<file path="src/rtl/qpsk_ctrl.sv">
// qpsk_ctrl: QPSK top-level sequencing controller.
// Synchronizes board switches, generates the symbol-rate clock enable,
// gates TX/RX enables at symbol boundaries, selects the RX sampling phase
// and drains the TX filter with zero symbols on shutdown.
// Optional feature macro: QPSK_CTRL_LED_EN (status LEDs + heartbeat on o_led).
module qpsk_ctrl #(
   parameter int unsigned NOS       = 4,
   parameter int unsigned FLUSH_LEN = 6
) (
   input  logic       CLK100MHZ,
   input  logic       rst,
   input  logic [3:0] i_switch,
   output logic       o_sym_ce,
   output logic       o_tx_en,
   output logic       o_rx_en,
   output logic       o_flush,
   output logic [1:0] o_phase
`ifdef QPSK_CTRL_LED_EN
  ,output logic [3:0] o_led
`endif
);

   localparam int unsigned CW = (NOS > 2) ? $clog2(NOS) : 1;
   localparam int unsigned FW = 8;
   localparam int unsigned HW = 20;
   localparam logic [CW-1:0] CNT_LAST = CW'(NOS - 1);

   typedef enum logic [1:0] {
      IDLE     = 2'd0,
      RUN_TX   = 2'd1,
      RUN_TXRX = 2'd2,
      FLUSH    = 2'd3
   } state_t;

   logic [3:0]    r_sync1;
   logic [3:0]    r_sync2;
   state_t        r_state;
   logic [CW-1:0] r_cnt;
   logic [FW-1:0] r_fcnt;
   logic          r_sym_ce;
   logic          r_tx_en;
   logic          r_rx_en;
   logic          r_flush;
   logic [1:0]    r_phase;

   logic [3:0]    w_sw_s;
   logic          w_bnd;
   state_t        w_state_nxt;
   logic [CW-1:0] w_cnt_nxt;
   logic [FW-1:0] w_fcnt_nxt;
   logic [1:0]    w_phase_nxt;

   assign w_sw_s = r_sync2;
   assign w_bnd  = (r_cnt == CNT_LAST);

   // Two-flop synchronizer on the raw switches
   always_ff @(posedge CLK100MHZ or negedge rst) begin
      if (!rst) begin
         r_sync1 <= '0;
         r_sync2 <= '0;
      end else begin
         r_sync1 <= i_switch;
         r_sync2 <= r_sync1;
      end
   end

   // Next-state, symbol counter, flush counter and phase selection
   always_comb begin
      w_state_nxt = r_state;
      w_cnt_nxt   = '0;
      w_fcnt_nxt  = '0;
      w_phase_nxt = r_phase;

      case (r_state)
         IDLE: begin
            if (w_sw_s[0]) w_state_nxt = RUN_TX;
         end
         RUN_TX: begin
            if (w_bnd) begin
               if (!w_sw_s[0])     w_state_nxt = FLUSH;
               else if (w_sw_s[1]) w_state_nxt = RUN_TXRX;
            end
         end
         RUN_TXRX: begin
            if (w_bnd) begin
               if (!w_sw_s[0])      w_state_nxt = FLUSH;
               else if (!w_sw_s[1]) w_state_nxt = RUN_TX;
            end
         end
         FLUSH: begin
            // Switches are ignored until all zero symbols have been issued
            if (w_bnd && (r_fcnt == FW'(FLUSH_LEN)))
               w_state_nxt = w_sw_s[0] ? RUN_TX : IDLE;
         end
         default: w_state_nxt = IDLE;
      endcase

      if (r_state != IDLE)
         w_cnt_nxt = w_bnd ? '0 : r_cnt + CW'(1);

      if ((r_state == FLUSH) && (w_state_nxt == FLUSH))
         w_fcnt_nxt = r_sym_ce ? r_fcnt + FW'(1) : r_fcnt;

      if ((r_state != IDLE) && w_bnd)
         w_phase_nxt = 2'(32'(w_sw_s[3:2]) % NOS);
   end

   // State register with outputs registered from the next-state decode
   always_ff @(posedge CLK100MHZ or negedge rst) begin
      if (!rst) begin
         r_state  <= IDLE;
         r_cnt    <= '0;
         r_fcnt   <= '0;
         r_sym_ce <= 1'b0;
         r_tx_en  <= 1'b0;
         r_rx_en  <= 1'b0;
         r_flush  <= 1'b0;
         r_phase  <= '0;
      end else begin
         r_state  <= w_state_nxt;
         r_cnt    <= w_cnt_nxt;
         r_fcnt   <= w_fcnt_nxt;
         r_sym_ce <= (w_state_nxt != IDLE) && (w_cnt_nxt == '0);
         r_tx_en  <= (w_state_nxt != IDLE);
         r_rx_en  <= (w_state_nxt == RUN_TXRX);
         r_flush  <= (w_state_nxt == FLUSH);
         r_phase  <= w_phase_nxt;
      end
   end

   assign o_sym_ce = r_sym_ce;
   assign o_tx_en  = r_tx_en;
   assign o_rx_en  = r_rx_en;
   assign o_flush  = r_flush;
   assign o_phase  = r_phase;

`ifdef QPSK_CTRL_LED_EN
   logic [HW-1:0] r_hb_cnt;
   logic          r_hb;

   // Heartbeat: toggle once per 2^20 symbol enables
   always_ff @(posedge CLK100MHZ or negedge rst) begin
      if (!rst) begin
         r_hb_cnt <= '0;
         r_hb     <= 1'b0;
      end else if (r_sym_ce) begin
         r_hb_cnt <= r_hb_cnt + HW'(1);
         if (r_hb_cnt == '1) r_hb <= ~r_hb;
      end
   end

   assign o_led = {r_hb, r_flush, r_rx_en, r_tx_en};
`endif

endmodule

</file>
<file path="config.mk">
export PLATFORM = sky130hd
export DESIGN_NAME = qpsk_ctrl
export DESIGN_NICKNAME = d
export VERILOG_FILES = /design/src/rtl/qpsk_ctrl.sv
export SDC_FILE = /design/constraint.sdc
export NUM_CORES = 1
export LEC_CHECK = 0
export CAP_MARGIN = 30
export CORE_MARGIN = 1
export CORE_UTILIZATION = 57
export CTS_CLUSTER_SIZE = 20
export DETAILED_ROUTE_END_ITERATION = 8
export PLACE_DENSITY = 0.78
export SYNTH_ARGS = -nofsm -noshare
export SYNTH_HDL_FRONTEND = slang
export SYNTH_SLANG_ARGS = --single-unit
</file>
<file path="constraint.sdc">
create_clock -name CLK100MHZ -period 2.7 [get_ports CLK100MHZ]
set_input_delay 0.54 -clock CLK100MHZ [delete_from_list [all_inputs] [get_ports CLK100MHZ]]
set_output_delay 0.54 -clock CLK100MHZ [all_outputs]
set_load 0.02 [all_outputs]
</file>
After elaboration in Yosys (flattened, before gate mapping)
Cells that the tools add are included.
{"block": "totals", "register_bits": 26, "out_inout_bits": 6, "elab_cells": 42}
{"block": "op_classes", "addsub": 2, "n_eq_ne": 8, "muxes": 14, "reduce_logical": 8}
{"operator": "two-way mux 2 bit", "n": 10}
{"operator": "two-way mux 8 bit", "n": 2}
{"operator": "equality test 2 bit, second input constant", "n": 5}
{"operator": "adder 8 x 1 -> 8 bit, second input constant", "n": 1}
{"operator": "equality test 8 x 3 -> 1 bit, second input constant", "n": 1}
{"operator": "one-hot mux 2 bit (4 select lines)", "n": 1}
{"operator": "logical AND 1 bit", "n": 4}
{"operator": "zero test 2 bit", "n": 2}
{"operator": "nonzero test 2 bit", "n": 2}
{"operator": "adder 2 x 1 -> 2 bit, second input constant", "n": 1}
{"operator": "equality test 2 x 1 -> 1 bit, second input constant", "n": 1}
{"operator": "inequality test 2 bit, second input constant", "n": 1}
{"operator": "two-way mux 1 bit", "n": 1}

Logic depth before layout (Yosys ltp)
{"block": "logic_depth", "word_depth": 7, "depth_mapped": 6}

Worst setup path after synthesis
No wires, ideal clock.
{"block": "synth_path", "kind": "reg2reg", "from": "register r_cnt[0]", "to": "register r_fcnt[1]", "setup_ns": 0.094, "t_arrival_ns": 1.307, "required_time_ns": 2.606, "slack_ns": 1.298, "path_stages_with_launch": 6, "path_buffers": 1, "synth_period_minus_slack_ns": 1.402, "path_cell_list": "dfrtp_1 > ha_1 > and4bb_1 > a21o_1 > buf_6 > a211oi_1"}
{"block": "synth_via", "elab_chain_len": 7}
{"element": "start: declaration", "line_no": "38", "source": "logic [CW-1:0] r_cnt;"}
{"element": "start signal: assignment", "line_no": "121", "source": "r_cnt <= w_cnt_nxt;"}
{"element": "equality test 2 bit *", "line_no": "54", "source": "assign w_bnd = (r_cnt == CNT_LAST);"}
{"element": "logical AND 1 bit", "line_no": "92", "source": "if (w_bnd && (r_fcnt == FW'(FLUSH_LEN)))"}
{"element": "two-way mux 2 bit", "line_no": "92"}
{"element": "one-hot mux 2 bit (4 select lines) *", "line_no": "74", "source": "case (r_state)"}
{"element": "equality test 2 bit *", "line_no": "101", "source": "if ((r_state == FLUSH) && (w_state_nxt == FLUSH))"}
{"element": "logical AND 1 bit *", "line_no": "101"}
{"element": "inequality test 2 bit (no source line) or two-way mux 8 bit (tied branches)"}
{"element": "end signal: assignment", "line_no": "122", "source": "r_fcnt <= w_fcnt_nxt;"}
{"element": "end: declaration", "line_no": "39", "source": "logic [FW-1:0] r_fcnt;"}
Every way passes the cells marked *; elsewhere a longest branch is shown, timed or not.
A chain may end at the register's enable or synchronous reset.

Worst setup path in the final report
{"block": "layout_path", "from": "register r_sym_ce, in the netlist o_sym_ce", "to": "output port o_sym_ce"}
{"element": "start: declaration", "line_no": "40", "source": "logic r_sym_ce;"}
{"element": "start signal: assignment", "line_no": "123", "source": "r_sym_ce <= (w_state_nxt != IDLE) && (w_cnt_nxt == '0);"}
{"element": "end: declaration", "line_no": "13", "source": "output logic o_sym_ce,"}
No word-level cell between the ends.

==> summary by stage <==
Run status
The run finished with clean final reports.

Final layout
After the last flow step, the layout net total stands at 114. The number of diodes is 0. The library cells used most frequently in the layout, excluding fill and tap cells, are sky130_fd_sc_hd__dfrtp_1, sky130_fd_sc_hd__clkdlybuf4s50_1, sky130_fd_sc_hd__nor2_1. The synthesis-to-finish area growth is 16.5%.

The number of fillers in the final layout is 149. The most common cell after layout, fill and taps aside is sky130_fd_sc_hd__dfrtp_1. The end-of-flow core utilization is 0.721. Of the cells placed in the final design, the portion with a size suffix greater than 1 is 0.106.

Setup path
The maximum fanout encountered on the critical timing path is 7. The critical path goes through clkdlybuf4s50_1. The slowest stage of the critical path belongs to the cell sky130_fd_sc_hd__clkdlybuf4s50_1. The count of cell instances traversed by the critical path is 1. In this design, the largest share of critical-path delay is due to buffers and inverters. Together, buffers and inverters on the worst path number 1. For this run, the slowest stage of the critical path takes 650 ps. The critical path class is reg -> out. Data on the critical path arrives at its endpoint at 1460 ps. STA classifies the critical path endpoint as an output port.

The cell count of the worst reg-to-reg path is 4. For the worst setup path, the data required time is 2160 ps. The worst setup path is launched from a register.

Hold path
The worst hold path passes through 0 cells. The min-delay analysis places its worst path in the category reg -> reg.

Timing
The share of the cycle needed by the critical path after routing is 0.740. The final number of hold-violating endpoints is 0. Counting I/O delays and the setup requirement, the final critical path takes 2000 ps. At the pin with the least slew margin, the transition time is 377 ps. The aggregate negative setup slack is 0 ps. For this run, the top clock speed supported by timing is 0.500 GHz.

On the final layout, the worst clock skew is 9.25 ps. Setup repair after global routing left no endpoint under its margin. The count of final max-slew check failures is 0.

Setup violations remaining at the end of the flow were counted as 0. Measured against its own limit, the worst slew margin works out to 0.749.

GRT
Entering global routing, the biggest net connects 27 pins. The number of antenna violations at the first check in global routing is 0. The first global-routing pass estimated 2.93 mm of wire.

In the global route stage, overall resource usage came out at 0.202. The via count of the first global-routing pass is 686. The overall overflow remaining after global route is 0.

Synth
The mapped netlist covers 0.00109 mm^2. The flip-flop and latch count after synthesis is 26. The dominant combinational cell family by area after synthesis is simple AND/OR/NAND/NOR gates. Of the total synthesized cell area, the portion taken by AND, OR, NAND and NOR gates is 0.175. The cell type with the largest total area after synthesis is sky130_fd_sc_hd__dfrtp_1. Synthesis produced 91 cells.

Counting every net in the synthesized netlist gives 100. In this run, distinct cell masters in the synthesized netlist total 31. Of the post-synthesis cell area, the dominant cell type holds 0.596.

Yosys attributes the largest share of cell area to sky130_fd_sc_hd__dfrtp_1, sky130_fd_sc_hd__ha_1, sky130_fd_sc_hd__nor2_1, sky130_fd_sc_hd__o21ai_0, sky130_fd_sc_hd__xor2_1. Of the total synthesized cell area, the portion taken by full adders, half adders and majority gates is 0.0344. The post-synthesis sequential area ratio is 0.596. A synthesized cell averages 12.0 um^2. The yosys synthesis warning count is 0. Of the total synthesized cell area, the portion taken by XOR and XNOR cells is 0.0401. The share of the synthesized area in compound gates (AO/OA/AOI/OAI) is 0.0985. Of the post-synthesis cell area, the part taken by muxes is 0.0298.

Pwr
In this run the power density over the cells is 948 mW/mm^2. The leakage power is 0.000544 uW. The maximum ir drop on the vdd rail is 0.679 mV.

Clock tree
Clock latency on the worst-skew pair, taken at its later pin, is 310 ps. The number of sinks driven by the clock tree is 26. The clock passes through at most 2 buffers.

The clock transition time at the flip-flop clock pins of the worst setup and hold paths is 140 ps. The CTS root buffer is sky130_fd_sc_hd__clkbuf_4. CTS built an H-tree with a depth of 1. TritonCTS built the clock tree.

For this design, the CTS-stage hold fixing added 0 buffers. The count of cells resized by post-cts repair is 0. The TritonCTS buffer count is 3. The post-CTS setup-driven buffer insertion count is 0.

Die
The chip height is 45.8 um. The die covers 0.00210 mm^2. The floorplan step defined a core boundary enclosing 0.00176 mm^2.

The row count is 15. 12 I/O pins were placed. The chip width is 45.8 um.

The effective utilization at floorplan is 0.619.

Route
In the final routed layout, each cell accounts on average for 13.8 um. The average vias per placed instance is 5.48. The detailed-router iteration count before antenna repair is 2.

The number of vias in the routed layout is 707. The detailed router finished its first iteration with 7 violations. The remaining design rule violation count is 0. The post-route antenna net violation count is 0. The aggregate routed wire length is 1.78 mm.

Placed design
The placer's final routability congestion estimate is 0.827. The detailed placer's ending HPWL is 1.30 mm. The count of buffers inserted at the top-level ports is 11.

Run
The tool flagged a number of max-cap violations equal to 0.
## synthesized netlist by cell type
master                      n
sky130_fd_sc_hd__a21oi_1    1
sky130_fd_sc_hd__nand3_1    2
sky130_fd_sc_hd__buf_6      1
sky130_fd_sc_hd__and4_1     1
sky130_fd_sc_hd__a21o_1     1
sky130_fd_sc_hd__or3_1      3
sky130_fd_sc_hd__inv_1      2
sky130_fd_sc_hd__and4bb_1   1
sky130_fd_sc_hd__a21oi_2    2
sky130_fd_sc_hd__mux2_2     2
sky130_fd_sc_hd__o21ai_0    7
sky130_fd_sc_hd__o31ai_1    1
sky130_fd_sc_hd__nor4b_2    1
sky130_fd_sc_hd__buf_2      2
sky130_fd_sc_hd__nand2b_1   1
sky130_fd_sc_hd__nand4_1    2
sky130_fd_sc_hd__a211oi_1   1
sky130_fd_sc_hd__xor2_1     3
sky130_fd_sc_hd__nand4_2    1
sky130_fd_sc_hd__ha_1       3
sky130_fd_sc_hd__xnor2_1    2
sky130_fd_sc_hd__nor3_1     1
sky130_fd_sc_hd__nor2b_1    3
sky130_fd_sc_hd__a32o_1     2
sky130_fd_sc_hd__o21bai_1   1
sky130_fd_sc_hd__nand2_1    5
sky130_fd_sc_hd__nor2_1    10
sky130_fd_sc_hd__mux2i_1    1
sky130_fd_sc_hd__dfrtp_1   26
sky130_fd_sc_hd__nand4b_1   1
sky130_fd_sc_hd__and2_1     1
## where the power goes
part	total (uW)	internal (uW)	switching (uW)
Sequential	557	472	85.7
Combinational	391	191	200
Clock	258	150	108
Total	1210	813	394
## layout make-up
type	instances	area [um^2]	share of cell area
multi-input combinational	60	413	0.324
clock inverter	1	30.0	0.0236
inverter	2	7.51	0.00590
timing repair buffer	12	118	0.0924
tap	25	31.3	0.0246
clock buffer	3	22.5	0.0177
sequential	26	651	0.511
## routing by layer
metal / track usage / part of all wire
met3: 0.0357 / 0.021
met2: 0.343 / 0.51
met1: 0.257 / 0.46
met4: 0.0765 / 0.0084
met5: 0 / 0
## state kept, by name, indices dropped and copies added, names as in the netlist
name,count
o_rx_en,1
r_sync1,4
r_cnt,2
r_fcnt,8
o_flush,1
o_tx_en,1
o_sym_ce,1
o_phase,2
r_sync2,4
r_state,2
## cell families (layout without fill, tap and decap cells)
| group | count (synthesis) | in the layout |
|---|---|---|
| XOR/XNOR | 5 | 5 |
| flip-flops | 26 | 26 |
| buffers and inverters | 5 | 18 |
| AND/OR/NAND/NOR | 33 | 33 |
| adder cells (fa/ha/maj) | 3 | 3 |
| AO/OA/AOI/OAI | 16 | 16 |
| multiplexers | 3 | 3 |
## metrics by stage
stage | area (um^2) | std cells | hold WS [ps] | power, uW | setup slack, ps
after global routing | 1270 | 129 | 375 | 1280 | 647
after floorplan | 1090 | 91 | 244 | 830 | 1300
after CTS | 1270 | 129 | 369 | 1220 | 683
after global placement | 1220 | 125 | 332 | 938 | 1090
final | 1270 | 129 | 367 | 1210 | 701
after detailed placement | 1220 | 125 | 337 | 959 | 1050
## worst paths after layout
check                      slack (ps)       start          to
setup / recovery                  700    o_sym_ce    o_sym_ce
hold / removal                    370  r_sync1[1]  r_sync2[1]
setup reg to reg                 1090    r_cnt[0]   r_fcnt[1]
hold reg to reg                   370  r_sync1[1]  r_sync2[1]
max in group asynchronous        1880         rst    o_sym_ce
min in group asynchronous         570         rst     o_tx_en
No activity file was read; power rests on OpenSTA's default activity.
